$ cat config.mk
export PLATFORM = sky130hd
export DESIGN_NAME = serial_deser_rx
export DESIGN_NICKNAME = d
export VERILOG_FILES = /design/src/rtl/serial_deser_rx.sv
export SDC_FILE = /design/constraint.sdc
export NUM_CORES = 1
export LEC_CHECK = 0
export ABC_AREA = 1
export BUFFER_PORTS_ARGS = -buffer_cell sky130_fd_sc_hd__clkbuf_2
export CORE_MARGIN = 3
export CORE_UTILIZATION = 30
export CTS_BUF_LIST = sky130_fd_sc_hd__clkbuf_8
export DETAILED_ROUTE_END_ITERATION = 7
export GPL_TIMING_DRIVEN = 0
export HOLD_SLACK_MARGIN = 0.1
export RECOVER_POWER = 50
export SLEW_MARGIN = 20
export SYNTH_ARGS = -nofsm -noshare
export SYNTH_HDL_FRONTEND = slang
export SYNTH_SLANG_ARGS = --single-unit
$ cat constraint.sdc
create_clock -name clk -period 1.75 [get_ports clk]
set_clock_uncertainty 0.1 [all_clocks]
set_input_delay 0.35 -clock clk [delete_from_list [all_inputs] [get_ports clk]]
set_output_delay 0.35 -clock clk [all_outputs]
set_load 0.005 [all_outputs]
$ cat src/rtl/serial_deser_rx.sv
// Serial frame receiver: start bit, WIDTH data bits (either bit order), optional parity, stop bit.
// One bit is taken per clk edge with en=1; the word is presented with a one-cycle dvalid pulse.
//
// state  | meaning
// IDLE   | line idle, waiting for a start bit (sdi=0)
// DATA   | shifting in WIDTH data bits
// PAR    | sampling the parity bit
// STOP   | sampling the stop bit, delivering the word or flagging a framing error
// HUNT   | after a framing error, waiting for the line to return high
module serial_deser_rx #(
  parameter int WIDTH     = 8,
  parameter int PARITY_EN = 1,
  parameter int ODD       = 0
) (
  input  logic             clk,
  input  logic             clrn,
  input  logic             en,
  input  logic             sdi,
  input  logic             msb_first,
  output logic [WIDTH-1:0] dout,
  output logic             dvalid,
  output logic             perr,
  output logic             ferr,
  output logic             busy
);

  localparam int CW = (WIDTH > 1) ? $clog2(WIDTH) : 1;

  typedef enum logic [2:0] {
    S_IDLE,
    S_DATA,
    S_PAR,
    S_STOP,
    S_HUNT
  } state_t;

  state_t           r_state;
  logic [WIDTH-1:0] r_shreg;
  logic [CW-1:0]    r_cnt;
  logic             r_par;
  logic             r_mode;
  logic [WIDTH-1:0] r_dout;
  logic             r_dvalid;
  logic             r_perr;
  logic             r_ferr;

  state_t           w_state_nxt;
  logic [WIDTH-1:0] w_shreg_nxt;
  logic [CW-1:0]    w_cnt_nxt;
  logic             w_par_nxt;
  logic             w_mode_nxt;
  logic [WIDTH-1:0] w_dout_nxt;
  logic             w_dvalid_nxt;
  logic             w_perr_nxt;
  logic             w_ferr_nxt;
  logic             w_last_bit;

  assign w_last_bit = (r_cnt == CW'(WIDTH - 1));

  always_ff @(posedge clk or negedge clrn) begin
    if (!clrn) begin
      r_state  <= S_IDLE;
      r_shreg  <= '0;
      r_cnt    <= '0;
      r_par    <= 1'b0;
      r_mode   <= 1'b0;
      r_dout   <= '0;
      r_dvalid <= 1'b0;
      r_perr   <= 1'b0;
      r_ferr   <= 1'b0;
    end else begin
      r_state  <= w_state_nxt;
      r_shreg  <= w_shreg_nxt;
      r_cnt    <= w_cnt_nxt;
      r_par    <= w_par_nxt;
      r_mode   <= w_mode_nxt;
      r_dout   <= w_dout_nxt;
      r_dvalid <= w_dvalid_nxt;
      r_perr   <= w_perr_nxt;
      r_ferr   <= w_ferr_nxt;
    end
  end

  // Pulses default low every cycle so they last one clk regardless of en.
  always_comb begin
    w_state_nxt  = r_state;
    w_shreg_nxt  = r_shreg;
    w_cnt_nxt    = r_cnt;
    w_par_nxt    = r_par;
    w_mode_nxt   = r_mode;
    w_dout_nxt   = r_dout;
    w_dvalid_nxt = 1'b0;
    w_perr_nxt   = 1'b0;
    w_ferr_nxt   = 1'b0;
    if (en) begin
      case (r_state)
        S_IDLE: begin
          if (!sdi) begin
            w_state_nxt = S_DATA;
            w_cnt_nxt   = '0;
            w_par_nxt   = (ODD != 0);
            w_mode_nxt  = msb_first;
          end
        end
        S_DATA: begin
          if (r_mode) begin
            w_shreg_nxt = {r_shreg[WIDTH-2:0], sdi};
          end else begin
            w_shreg_nxt = {sdi, r_shreg[WIDTH-1:1]};
          end
          w_par_nxt = r_par ^ sdi;
          w_cnt_nxt = r_cnt + 1'b1;
          if (w_last_bit) begin
            w_state_nxt = (PARITY_EN != 0) ? S_PAR : S_STOP;
          end
        end
        S_PAR: begin
          w_par_nxt   = r_par ^ sdi;
          w_state_nxt = S_STOP;
        end
        S_STOP: begin
          if (sdi) begin
            w_dout_nxt   = r_shreg;
            w_dvalid_nxt = 1'b1;
            w_perr_nxt   = (PARITY_EN != 0) && r_par;
            w_state_nxt  = S_IDLE;
          end else begin
            w_ferr_nxt  = 1'b1;
            w_state_nxt = S_HUNT;
          end
        end
        S_HUNT: begin
          if (sdi) begin
            w_state_nxt = S_IDLE;
          end
        end
        default: w_state_nxt = S_IDLE;
      endcase
    end
  end

  assign dout   = r_dout;
  assign dvalid = r_dvalid;
  assign perr   = r_perr;
  assign ferr   = r_ferr;
  assign busy   = (r_state != S_IDLE);

endmodule

; ---- Word-level counts from Yosys, hierarchy flattened
; Index checks and enable logic that the tools add are counted.
[totals]
elab_cells = 49
out_inout_bits = 12
in_bits = 5
reg_bits = 27
[op_classes]
n_addsub = 1
n_bitwise = 2
mux = 18
eq_ne = 8
n_reduce_logical = 11
[op_table]
columns = op, count
row1 = 3-bit two-way mux, 5
row2 = 3-bit one-hot mux with 5 select lines, 1
row3 = 1-bit two-way mux, 9
row4 = 3-bit AND reduction, 3
row5 = 8-bit two-way mux, 1
row6 = "3-bit by 2-bit == test with 1-bit output, second input constant", 2
row7 = "3-bit == test, second input constant", 2
row8 = "2-bit inequality test, second input constant", 3
row9 = 3-bit one-hot mux with 2 select lines, 1
row10 = 2-bit AND reduction, 2
row11 = 4-bit AND reduction, 1
row12 = 2-bit nonzero test, 2
row13 = "3-bit by 1-bit adder with 3-bit output, second input constant", 1
row14 = "3-bit by 1-bit == test with 1-bit output, second input constant", 1
row15 = 3-bit logical NOT, 1
row16 = 3-bit nonzero test, 1
row17 = 1-bit one-hot mux with 2 select lines, 1
row18 = 2-bit OR reduction, 1
row19 = 1-bit inverter, 1
row20 = 1-bit XOR, 1

; ---- Logic depth before layout (Yosys ltp)
[logic_depth]
depth_word = 4
mapped_depth = 8
ltp_nobuf = 8

; ---- Least setup slack after synthesis
; Ideal clock, no wire load.
[synth_path]
kind = register to register
startpoint = register r_cnt[0]
endpoint = register r_state[0]
period_less_slack_ps = 1313
path_slack_ps = 437
setup_time_ps = 121
path_stages_with_launch = 9
path_buffers = 0
required_ps = 1529
arrival_time_ps = 1091
path_cell_list = dfrtp_1 > ha_1 > ha_1 > inv_1 > nand3_1 > nand2_1 > nor2_1 > nand2_1 > nand2_1
[synth_via]
elab_chain_cells = 3
[synth_rtl]
columns = element, line
row1 = from (decl), 39  ; logic [CW-1:0] r_cnt;
row2 = from (signal assigned), 74  ; r_cnt <= w_cnt_nxt;
row3 = 3-bit == test, 58  ; assign w_last_bit = (r_cnt == CW'(WIDTH - 1));
row4 = 2-bit inequality test (no line), --
row5 = 4-bit AND reduction (no line), --
row6 = to (signal assigned), 72  ; r_state <= w_state_nxt;
row7 = to (decl), 37  ; state_t r_state;
; No other way between the ends.
; A chain may end at the register's enable or synchronous reset.

; ---- Worst setup path in the final report
[layout_path]
startpoint = register r_state[2]
endpoint = output busy
[layout_via]
elab_chain_cells = 1
[layout_rtl]
columns = element, line
row1 = 3-bit nonzero test, 146  ; assign busy = (r_state != S_IDLE);
row2 = to (decl), 24  ; output logic busy
; No other way between the ends.

==> impl_metrics.py <==
metrics = {
    "run_status": {
        "status": "completed",
    },
    "timing": {
        "fin_tns_setup_ns": 0,
        "slew_viol_final": 0,
        "period_share_pct": 90.5,
        "fin_crit_ns": 1.58,
        "relSlewSlack_pct": 55.3,
        "worst_pin_slew_ns": 0.671,
        "hold_viol": 0,
        "setup_viol": 0,
        "grt_setup_unrepaired": "no",
        "fmax_mhz": 631,
        "worst_slack_ns": 0.166,
    },
    "critical_path": {
        "worstPathArrival_ns": 1.13,
        "crit_type": "flop to primary output",
        "cp-start-kind": "flop",
        "worst_ep_required_time_ns": 1.30,
        "r2r-start": "r_mode",
        "reg2reg_depth": 5,
        "cp-endpoint": "busy",
        "cp-startpoint": "r_state[2]",
        "crit_fanout": 6,
        "timing.rr.end": "r_shreg[7]",
        "critPathCaptureType": "primary output",
        "ff2ff_setup_slack_ns": 0.27,
    },
    "synth": {
        "ys_types": 21,
        "synth-seq-cells": 27,
        "synth_top_cell_by_area": "dfrtp_1",
        "syn-num-nets": 156,
        "synth_warnings": 0,
        "ys_seq_area_share_pct": 51.7,
        "synth.top_cell.area_share_pct": 51.7,
        "synthTopCellsByArea": "dfrtp_1 (52%), nand2_1 (14%), o21ai_2 (5.4%)",
        "synth.avg_cell_area_sq_um": 8.83,
        "syn_area_sq_mm": 0.00131,
        "synthCells": 148,
    },
    "cts": {
        "cts_sinks": 27,
        "clock_tree.root_cell": "clkbuf_8",
        "clk_latency_ns": 0.28,
        "cts_tree": "built",
        "cts-htree-levels": 1,
        "cts_setup_buffers": 0,
        "cts_inserted_buffers": 3,
        "cts_buffer_depth": 2,
        "clkSlewWorstSetupHoldPaths_ns": 0.09,
    },
    "floorplanning": {
        "fp.dieW_um": 72.0,
        "start_util_pct": 32.0,
        "dieArea_sq_mm": 0.00518,
        "core_sq_mm": 0.00409,
        "fp-row-count": 23,
        "io_pins": 17,
        "die_h_um": 72.0,
    },
    "drt": {
        "viasPerCell": 4.51,
        "drt_pass1_iterations": 4,
        "ant_nets": 0,
        "drt-wirelength-per-cell_um": 11.0,
        "vias": 988,
        "finalWirelength_um": 2420,
        "drt-initial-drc-count": 43,
        "route.detailed.drc": 0,
    },
    "layout": {
        "drive_above_1_share_pct": 22.5,
        "layout.nets": 178,
        "synthToLayoutAreaGrowth_pct": 15.1,
        "layout_common_cells": "nand2_1 (49), dfrtp_1 (27), inv_1 (18)",
        "final_common_cell": "nand2_1",
        "antenna_cells": 0,
    },
    "grt": {
        "antenna_found_initial": 0,
        "grt_overflow": 0,
        "grt_pass1_wl_um": 4210,
        "grt_pass1_vias": 939,
        "grt_usage_pct": 10.3,
        "grt_max_degree": 28,
    },
    "power_and_ir_drop": {
        "pwr-share-comb_pct": 40.2,
        "pwr-share-seq_pct": 44.1,
        "vdd_drop_max_mv": 0.434,
        "p_per_area_mw_per_mm2": 1510,
        "power.share.clock_pct": 15.7,
        "power.total_uw": 2280,
        "leakage_uw": 0.000769,
        "p_switching_uw": 906,
        "p_sw_share_pct": 39.8,
        "p_int_uw": 1370,
    },
    "placed_design": {
        "pre_cts_ws_ns": 0.330,
        "post-dp-hpwl_um": 1750,
        "place_congestion": 0.841,
        "portBuffers": 16,
    },
    "run": {
        "drv_cap": 0,
    },
    "hold_path": {
        "hp-class": "input port to flop",
    },
}
-- sequential cells by signal, summed over array words and instances, names as in the netlist --
register	flops
r_mode	1
r_state	3
ferr	1
dout	8
r_cnt	3
r_shreg	8
perr	1
r_par	1
dvalid	1
-- how the worst min path moves through the flow --
stage / start / endpoint / slack [ns] / depth (start not counted)
2_1_floorplan: clrn / dout[0] / -0.05 / 0
3_3_place_gp: clrn / dvalid / 0.32 / 1
3_5_place_dp: clrn / dvalid / 0.32 / 1
4_1_cts: msb_first / r_mode / 0.22 / 3
5_1_grt: msb_first / r_mode / 0.22 / 3
6_report: msb_first / r_mode / 0.22 / 3
-- timing repair --
item,in CTS,in global routing
hold buffers,1,0
endpoints found under the hold margin,27,0
gates resized for setup,0,1
setup endpoints to repair,0,1
-- worst max-delay path: stages (launching register included) --
cell	delay, ns
dfrtp_1	0.49
nor2_2	0.19
nand2_1	0.07
clkbuf_2	0.11
-- Yosys cell counts --
cell type  instances
nor4_1             1
nor2_4             2
buf_2              1
nand3b_1           1
nor2_1             4
o21ai_1            7
buf_6              2
nand2_2            3
ha_1               3
o21ai_0            9
nand2_1           48
nor3_2             1
o21bai_1           3
o31ai_1            1
inv_1             18
dfrtp_1           27
o21ai_2            8
clkbuf_1           1
nand3_4            1
nand3_1            6
nor2_2             1
-- routing by layer --
| layer | share of wire (%) | vias up | routed length [um] | global-route usage (%) |
|---|---|---|---|---|
| met1 | 49 | 466 | 1190 | 13.8 |
| met2 | 47 | 11 | 1130 | 16.3 |
| li1 | - | 509 | - | - |
| met3 | 2.7 | 2 | 66 | 2.49 |
| met5 | 0 | - | 0 | 0 |
| met4 | 0.91 | 0 | 22 | 3.76 |
-- metrics by stage --
stage / area, sq um / utilization [%] / hold slack, ns / cells
5_1_grt: 1500 / 36.8 / 0.224 / 219
4_1_cts: 1510 / 36.8 / 0.216 / 219
6_report: 1500 / 36.8 / 0.223 / 219
3_5_place_dp: 1450 / 35.5 / 0.323 / 214
2_1_floorplan: 1310 / - / -0.0456 / 148
3_3_place_gp: 1450 / 35.5 / 0.324 / 214
-- cells by family (layout without fill, tap and decap cells) --
kind of cell | Yosys count | after routing | synth area share (%)
AOI/OAI and AO/OA | 28 | 28 | 13.8
adders and majority gates | 3 | 3 | 2.87
buffers and inverters | 22 | 43 | 7.57
DFF | 27 | 27 | 51.7
and+or+nand+nor | 68 | 68 | 24.0
-- layout make-up --
cell class,count,area (sq um)
fill,435,2580
sequential,27,676
multi-input combinational,99,532
timing repair buffer,17,90.1
inverter,18,67.6
tap,50,62.6
clock buffer,3,41.3
buffer,4,30.0
clock inverter,1,5.00
-- power groups by stage --
stage	clock network (uW)	logic [uW]	registers [uW]
finish	358	914	1000
floorplan	0	666	1010
detailed placement	0	930	1020
CTS	378	936	1000
global placement	0	909	1020
global route	399	1060	1040
Note: power is estimated with default switching activity, not from simulation.
